<file path="src/rtl/regfile_mp_if.sv">
// ============================================================================
// Module   : regfile_mp_if
// Brief    : Read/write/reserve bundle between the datapath and regfile_mp.
// Revision : 1.0 - initial release
// ============================================================================
`default_nettype none

interface regfile_mp_if #(
  parameter int N   = 16,
  parameter int R   = 3,
  parameter int NRD = 2,
  parameter int NWR = 2
);
  logic [NRD*R-1:0] ra;
  logic [NRD*N-1:0] rd;
  logic [NRD-1:0]   rbusy;
  logic [NWR-1:0]   we;
  logic [NWR*R-1:0] wa;
  logic [NWR*N-1:0] wd;
  logic             rsv_en;
  logic [R-1:0]     rsv_addr;
  logic [R:0]       busy_cnt;

  modport master (
    output ra, we, wa, wd, rsv_en, rsv_addr,
    input  rd, rbusy, busy_cnt
  );

  modport slave (
    input  ra, we, wa, wd, rsv_en, rsv_addr,
    output rd, rbusy, busy_cnt
  );
endinterface

`default_nettype wire

</file>
<file path="src/rtl/regfile_mp.sv">
// ============================================================================
// Module   : regfile_mp
// Brief    : Multi-port register file with zero register and busy scoreboard.
//            Optional macro REGFILE_BYPASS_EN enables write-first forwarding.
// Revision : 1.0 - initial release
// ============================================================================
`default_nettype none

module regfile_mp #(
  parameter int N   = 16,
  parameter int R   = 3,
  parameter int NRD = 2,
  parameter int NWR = 2
) (
  input  logic         clk,
  input  logic         reset,
  regfile_mp_if.slave  bus
);

  localparam int DEPTH = 1 << R;

  logic [N-1:0]     w_word [DEPTH];
  logic [DEPTH-1:0] r_busy;
  logic [DEPTH-1:0] w_busy_next;
  logic [DEPTH-1:0] w_written;
  logic [R:0]       r_busy_cnt;

  function automatic logic [R:0] popcount(input logic [DEPTH-1:0] v);
    logic [R:0] c;
    c = '0;
    for (int i = 0; i < DEPTH; i++) begin
      c = c + {{R{1'b0}}, v[i]};
    end
    return c;
  endfunction

  // Entry 0 is a constant; only entries 1..DEPTH-1 get flops.
  assign w_word[0] = '0;

  generate
    for (genvar i = 1; i < DEPTH; i++) begin : g_entry
      logic [N-1:0] r_data;
      always_ff @(posedge clk) begin
        if (reset) begin
          r_data <= '0;
        end else begin
          for (int j = 0; j < NWR; j++) begin
            if (bus.we[j] && (bus.wa[j*R +: R] == R'(i))) begin
              r_data <= bus.wd[j*N +: N];
            end
          end
        end
      end
      assign w_word[i] = r_data;
    end
  endgenerate

  // Writes release first, then a reservation re-marks: new producer wins.
  always_comb begin
    w_written = '0;
    for (int j = 0; j < NWR; j++) begin
      if (bus.we[j]) begin
        w_written[bus.wa[j*R +: R]] = 1'b1;
      end
    end
    w_written[0] = 1'b0;
    w_busy_next = r_busy & ~w_written;
    if (bus.rsv_en) begin
      w_busy_next[bus.rsv_addr] = 1'b1;
    end
    w_busy_next[0] = 1'b0;
  end

  always_ff @(posedge clk) begin
    if (reset) begin
      r_busy     <= '0;
      r_busy_cnt <= '0;
    end else begin
      r_busy     <= w_busy_next;
      r_busy_cnt <= popcount(w_busy_next);
    end
  end

  assign bus.busy_cnt = r_busy_cnt;

  generate
    for (genvar k = 0; k < NRD; k++) begin : g_rd
      logic [R-1:0] w_ra;
      logic [N-1:0] w_rd;
      logic         w_rb;
      assign w_ra = bus.ra[k*R +: R];
`ifdef REGFILE_BYPASS_EN
      always_comb begin
        w_rd = w_word[w_ra];
        w_rb = r_busy[w_ra];
        for (int j = 0; j < NWR; j++) begin
          if (bus.we[j] && (bus.wa[j*R +: R] == w_ra)) begin
            w_rd = bus.wd[j*N +: N];
          end
        end
        if (w_written[w_ra]) begin
          w_rb = w_busy_next[w_ra];
        end
        if (w_ra == '0) begin
          w_rd = '0;
          w_rb = 1'b0;
        end
      end
`else
      // Entry 0 reads zero and never busy without an explicit compare.
      assign w_rd = w_word[w_ra];
      assign w_rb = r_busy[w_ra];
`endif
      assign bus.rd[k*N +: N] = w_rd;
      assign bus.rbusy[k]     = w_rb;
    end
  endgenerate

endmodule

`default_nettype wire

</file>
<file path="src/flat_wrapper.sv">
// flat-port wrapper written by rule: the top's interface ports become plain ports
module regfile_mp_flat 
#(
  parameter int N   = 16,
  parameter int R   = 3,
  parameter int NRD = 2,
  parameter int NWR = 2
)
  (clk, reset, bus_ra, bus_we, bus_wa, bus_wd, bus_rsv_en, bus_rsv_addr, bus_rd, bus_rbusy, bus_busy_cnt);
  regfile_mp_if #(.N(N), .R(R), .NRD(NRD), .NWR(NWR)) bus_i ();
  input  logic clk;
  input  logic reset;
  input wire logic [$bits(bus_i.ra)-1:0] bus_ra;
  input wire logic [$bits(bus_i.we)-1:0] bus_we;
  input wire logic [$bits(bus_i.wa)-1:0] bus_wa;
  input wire logic [$bits(bus_i.wd)-1:0] bus_wd;
  input wire logic [$bits(bus_i.rsv_en)-1:0] bus_rsv_en;
  input wire logic [$bits(bus_i.rsv_addr)-1:0] bus_rsv_addr;
  output wire logic [$bits(bus_i.rd)-1:0] bus_rd;
  output wire logic [$bits(bus_i.rbusy)-1:0] bus_rbusy;
  output wire logic [$bits(bus_i.busy_cnt)-1:0] bus_busy_cnt;
  assign bus_i.ra = bus_ra;
  assign bus_i.we = bus_we;
  assign bus_i.wa = bus_wa;
  assign bus_i.wd = bus_wd;
  assign bus_i.rsv_en = bus_rsv_en;
  assign bus_i.rsv_addr = bus_rsv_addr;
  assign bus_rd = bus_i.rd;
  assign bus_rbusy = bus_i.rbusy;
  assign bus_busy_cnt = bus_i.busy_cnt;
  regfile_mp #(.N(N), .R(R), .NRD(NRD), .NWR(NWR)) u_core (.clk(clk), .reset(reset), .bus(bus_i));
endmodule
</file>
<file path="config.mk">
export PLATFORM = sky130hd
export DESIGN_NAME = regfile_mp_flat
export DESIGN_NICKNAME = d
export VERILOG_FILES = /design/src/rtl/regfile_mp_if.sv /design/src/rtl/regfile_mp.sv /design/src/flat_wrapper.sv
export SDC_FILE = /design/constraint.sdc
export NUM_CORES = 1
export LEC_CHECK = 0
export CORE_ASPECT_RATIO = 2
export CORE_MARGIN = 4
export CORE_UTILIZATION = 57
export CTS_CLUSTER_DIAMETER = 150
export DETAILED_ROUTE_END_ITERATION = 10
export PLACE_DENSITY_LB_ADDON = 0.05
export SYNTH_ARGS = -nofsm -noshare
export SYNTH_HDL_FRONTEND = slang
export SYNTH_SLANG_ARGS = --single-unit
</file>
<file path="constraint.sdc">
create_clock -name clk -period 5 [get_ports clk]
set_input_delay 1.5 -clock clk [delete_from_list [all_inputs] [get_ports clk]]
set_output_delay 1.5 -clock clk [all_outputs]
set_load 0.05 [all_outputs]
</file>
==> flow_summary.ini <==
[sta]
period_needed_ns = 4.65
finClkSkew_ns = 0.00943
finalMaxSlewViolations = 0
tightest_slew_ns = 1.14
maxSlewHeadroom_pct = 23.8
finalSetupViolations = 0
fin_hold_ws_ns = 0.492
hold_violations = 0
finalCritPeriodShare_pct = 93.0
rsz0062_at_grt = false
fmax_ghz = 0.215

[power_and_ir_drop]
irDropWorstVdd_v = 0.000253
p_int_mw = 2.09
p_per_area_nw_per_um2 = 313
p_switching_mw = 0.840
power.clock.fraction_pct = 43.2
p_sw_share_pct = 28.7
p_comb_share_pct = 20.3
seqPwrFrac_pct = 36.4
p_leak_nw = 3.32
power_mw = 2.93

[die]
io-pin-count = 90
start_util_pct = 58.1
die_w_um = 89.6
die-area_sq_um = 15300
coreArea_sq_um = 13100
num_rows = 59
die_height_um = 171

[detailed_routing]
vias = 7942
ant_nets = 0
drc = 0
routed_wl_um = 28200
drtPass1Iterations = 6
drt_iter0_markers = 946
routedWlPerCell_um = 25.3
vias_per_cell = 7.12

[finish]
area_growth_pct = 23.2
drive_above_1_share_pct = 19.2
finalNetCount = 1010
multi_input_area_sq_um = 4400
diodes = 0
seqCellArea_sq_um = 2460
fill_cells = 999

[placement]
io_buffers = 89
globalplace.congestion = 0.930
post-dp-hpwl_um = 18000

[flow_run]
cap_violations = 0

[synthesis]
synthFlopType = dfxtp_1
ys_seq_area_share_pct = 32.4
synth_warnings = 0
synth.distinct_cells = 33
async_reset_ff_share_pct = 0
synth_area_sq_um = 7600
postSynthAreaPerCell_sq_um = 8.44
synth-edff-count = 0
synthCells = 900
syn_nets = 959
ys_seq_elements = 123

[setup_path]
critPathKind = in -> out
critPathMaxFanout = 15
crit_arrival_ns = 3.15
reg2reg_depth = 11
crit_path_start_kind = primary input
end_kind = primary output
cp.required_ns = 3.50

[min_path]
whs_path_depth = 2
min_path_type = reg -> reg

[grt]
antenna_found_initial = 0
grt-ovfl-total = 0
grt_pass1_vias = 8098
grt_max_degree = 99
gr-usage-all-layers_pct = 38.0
grt_pass1_wl_um = 43600

[clocking]
cts_max_level = 4
holdBufCountCts = 0
cts_setup_buffers = 0
clock-root-buffer = clkbuf_16
clkSinkCount = 123
path_clk_slew_ns = 0.06
insertion_delay_ns = 0.41
clockBufferDepth = 2
cts_made_buffers = 17
cts_tree = yes
cts_resized = 0

[outcome]
status = finished clean
-- registers in the layout, summed over array words and instances, names as in the netlist --
signal                 count
u_core.bus.busy_cnt        4
u_core.r_busy              7
u_core.g_entry.r_data    112
-- metrics by stage --
stage               setup TNS [ns]  area, sq um  utilization, %  worst slack (ns)  std cells
floorplan                        0         7600               -             0.461        900
CTS                              0         9360            71.6             0.389       1116
global route                     0         9360            71.6             0.188       1116
finish                           0         9360            71.6             0.348       1116
detailed placement        -0.00496         8760            67.0          -0.00496       1084
global placement                 0         8760            67.0             0.120       1084
-- cell usage in the layout, fill, tap and decap left out, types with 4 or more instances in the layout --
master	n
nor2_1	119
a311oi_1	110
a221oi_1	34
nand4bb_1	6
clkinv_2	5
buf_12	38
clkdlybuf4s50_1	50
nand2_1	224
buf_4	37
inv_1	40
a32oi_1	4
clkbuf_16	17
buf_2	4
a21oi_1	35
nor2b_1	9
mux2_2	34
mux4_2	34
dfxtp_1	123
ha_1	4
-- worst max-delay path, stage by stage --
cell,delay (ns)
buf_2,0.40
buf_4,0.30
mux2_2,0.36
a221oi_1,0.28
a21oi_1,0.14
buf_12,0.18
-- power groups by stage --
stage               logic, mW  clock network, mW  registers (mW)
floorplan               0.325                  0            1.08
global placement        0.574                  0            1.08
detailed placement      0.587                  0            1.09
CTS                     0.590               1.27            1.07
global route            0.625               1.31            1.07
finish                  0.595               1.27            1.07
-- routing by layer --
layer	wire length [um]	GRT usage, %	up-vias
met5	0	0	-
met1	9120	42.3	3764
met2	14200	62.5	636
met4	1860	23.9	0
met3	3110	10.2	169
li1	-	-	3373
-- synth_stat cells, types with 3 or more instances --
library cell	n	area, sq um
a21oi_1	35	175
a221oi_1	34	298
a311oi_1	110	963
a32o_1	3	30.0
a32oi_1	4	35.0
and4b_1	3	30.0
buf_2	29	145
buf_4	15	113
buf_6	10	113
clkbuf_1	39	146
dfxtp_1	123	2460
fa_1	3	60.1
ha_1	4	50.1
inv_1	40	150
mux2_2	34	383
mux4_2	34	766
nand2_1	224	841
nand4b_1	3	26.3
nand4b_2	3	45.0
nand4bb_1	6	67.6
nor2_1	119	447
nor2b_1	9	56.3
-- cells by family (layout without fill, tap and decap cells) --
| family | after synthesis | in the layout | synth area share [%] |
|---|---|---|---|
| mux | 68 | 68 | 15.1 |
| buf+inv | 137 | 201 | 9.70 |
| flops | 123 | 123 | 32.4 |
| compound gates | 188 | 188 | 20.2 |
| simple gates | 376 | 376 | 21.0 |
| fa+ha+maj | 7 | 7 | 1.45 |
| xor+xnor | 1 | 1 | 0.115 |
-- layout make-up --
| type | count | area share (%) |
|---|---|---|
| multi-input combinational | 640 | 47.0 |
| tap | 152 | 2.03 |
| clock buffer | 20 | 4.88 |
| clock inverter | 12 | 1.56 |
| timing repair buffer | 129 | 16.7 |
| sequential | 123 | 26.3 |
| inverter | 40 | 1.60 |
-- final timing paths --
path / startpoint / slack, ns / endpoint
min reg2reg: u_core.g_entry[7].r_data[13] / 0.49 / u_core.g_entry[7].r_data[13]
min: u_core.g_entry[7].r_data[13] / 0.49 / u_core.g_entry[7].r_data[13]
max reg2reg: u_core.r_busy[2] / 1.99 / u_core.bus.busy_cnt[2]
max: bus_ra[2] / 0.35 / bus_rd[2]
No activity file was read; power rests on OpenSTA's default activity.
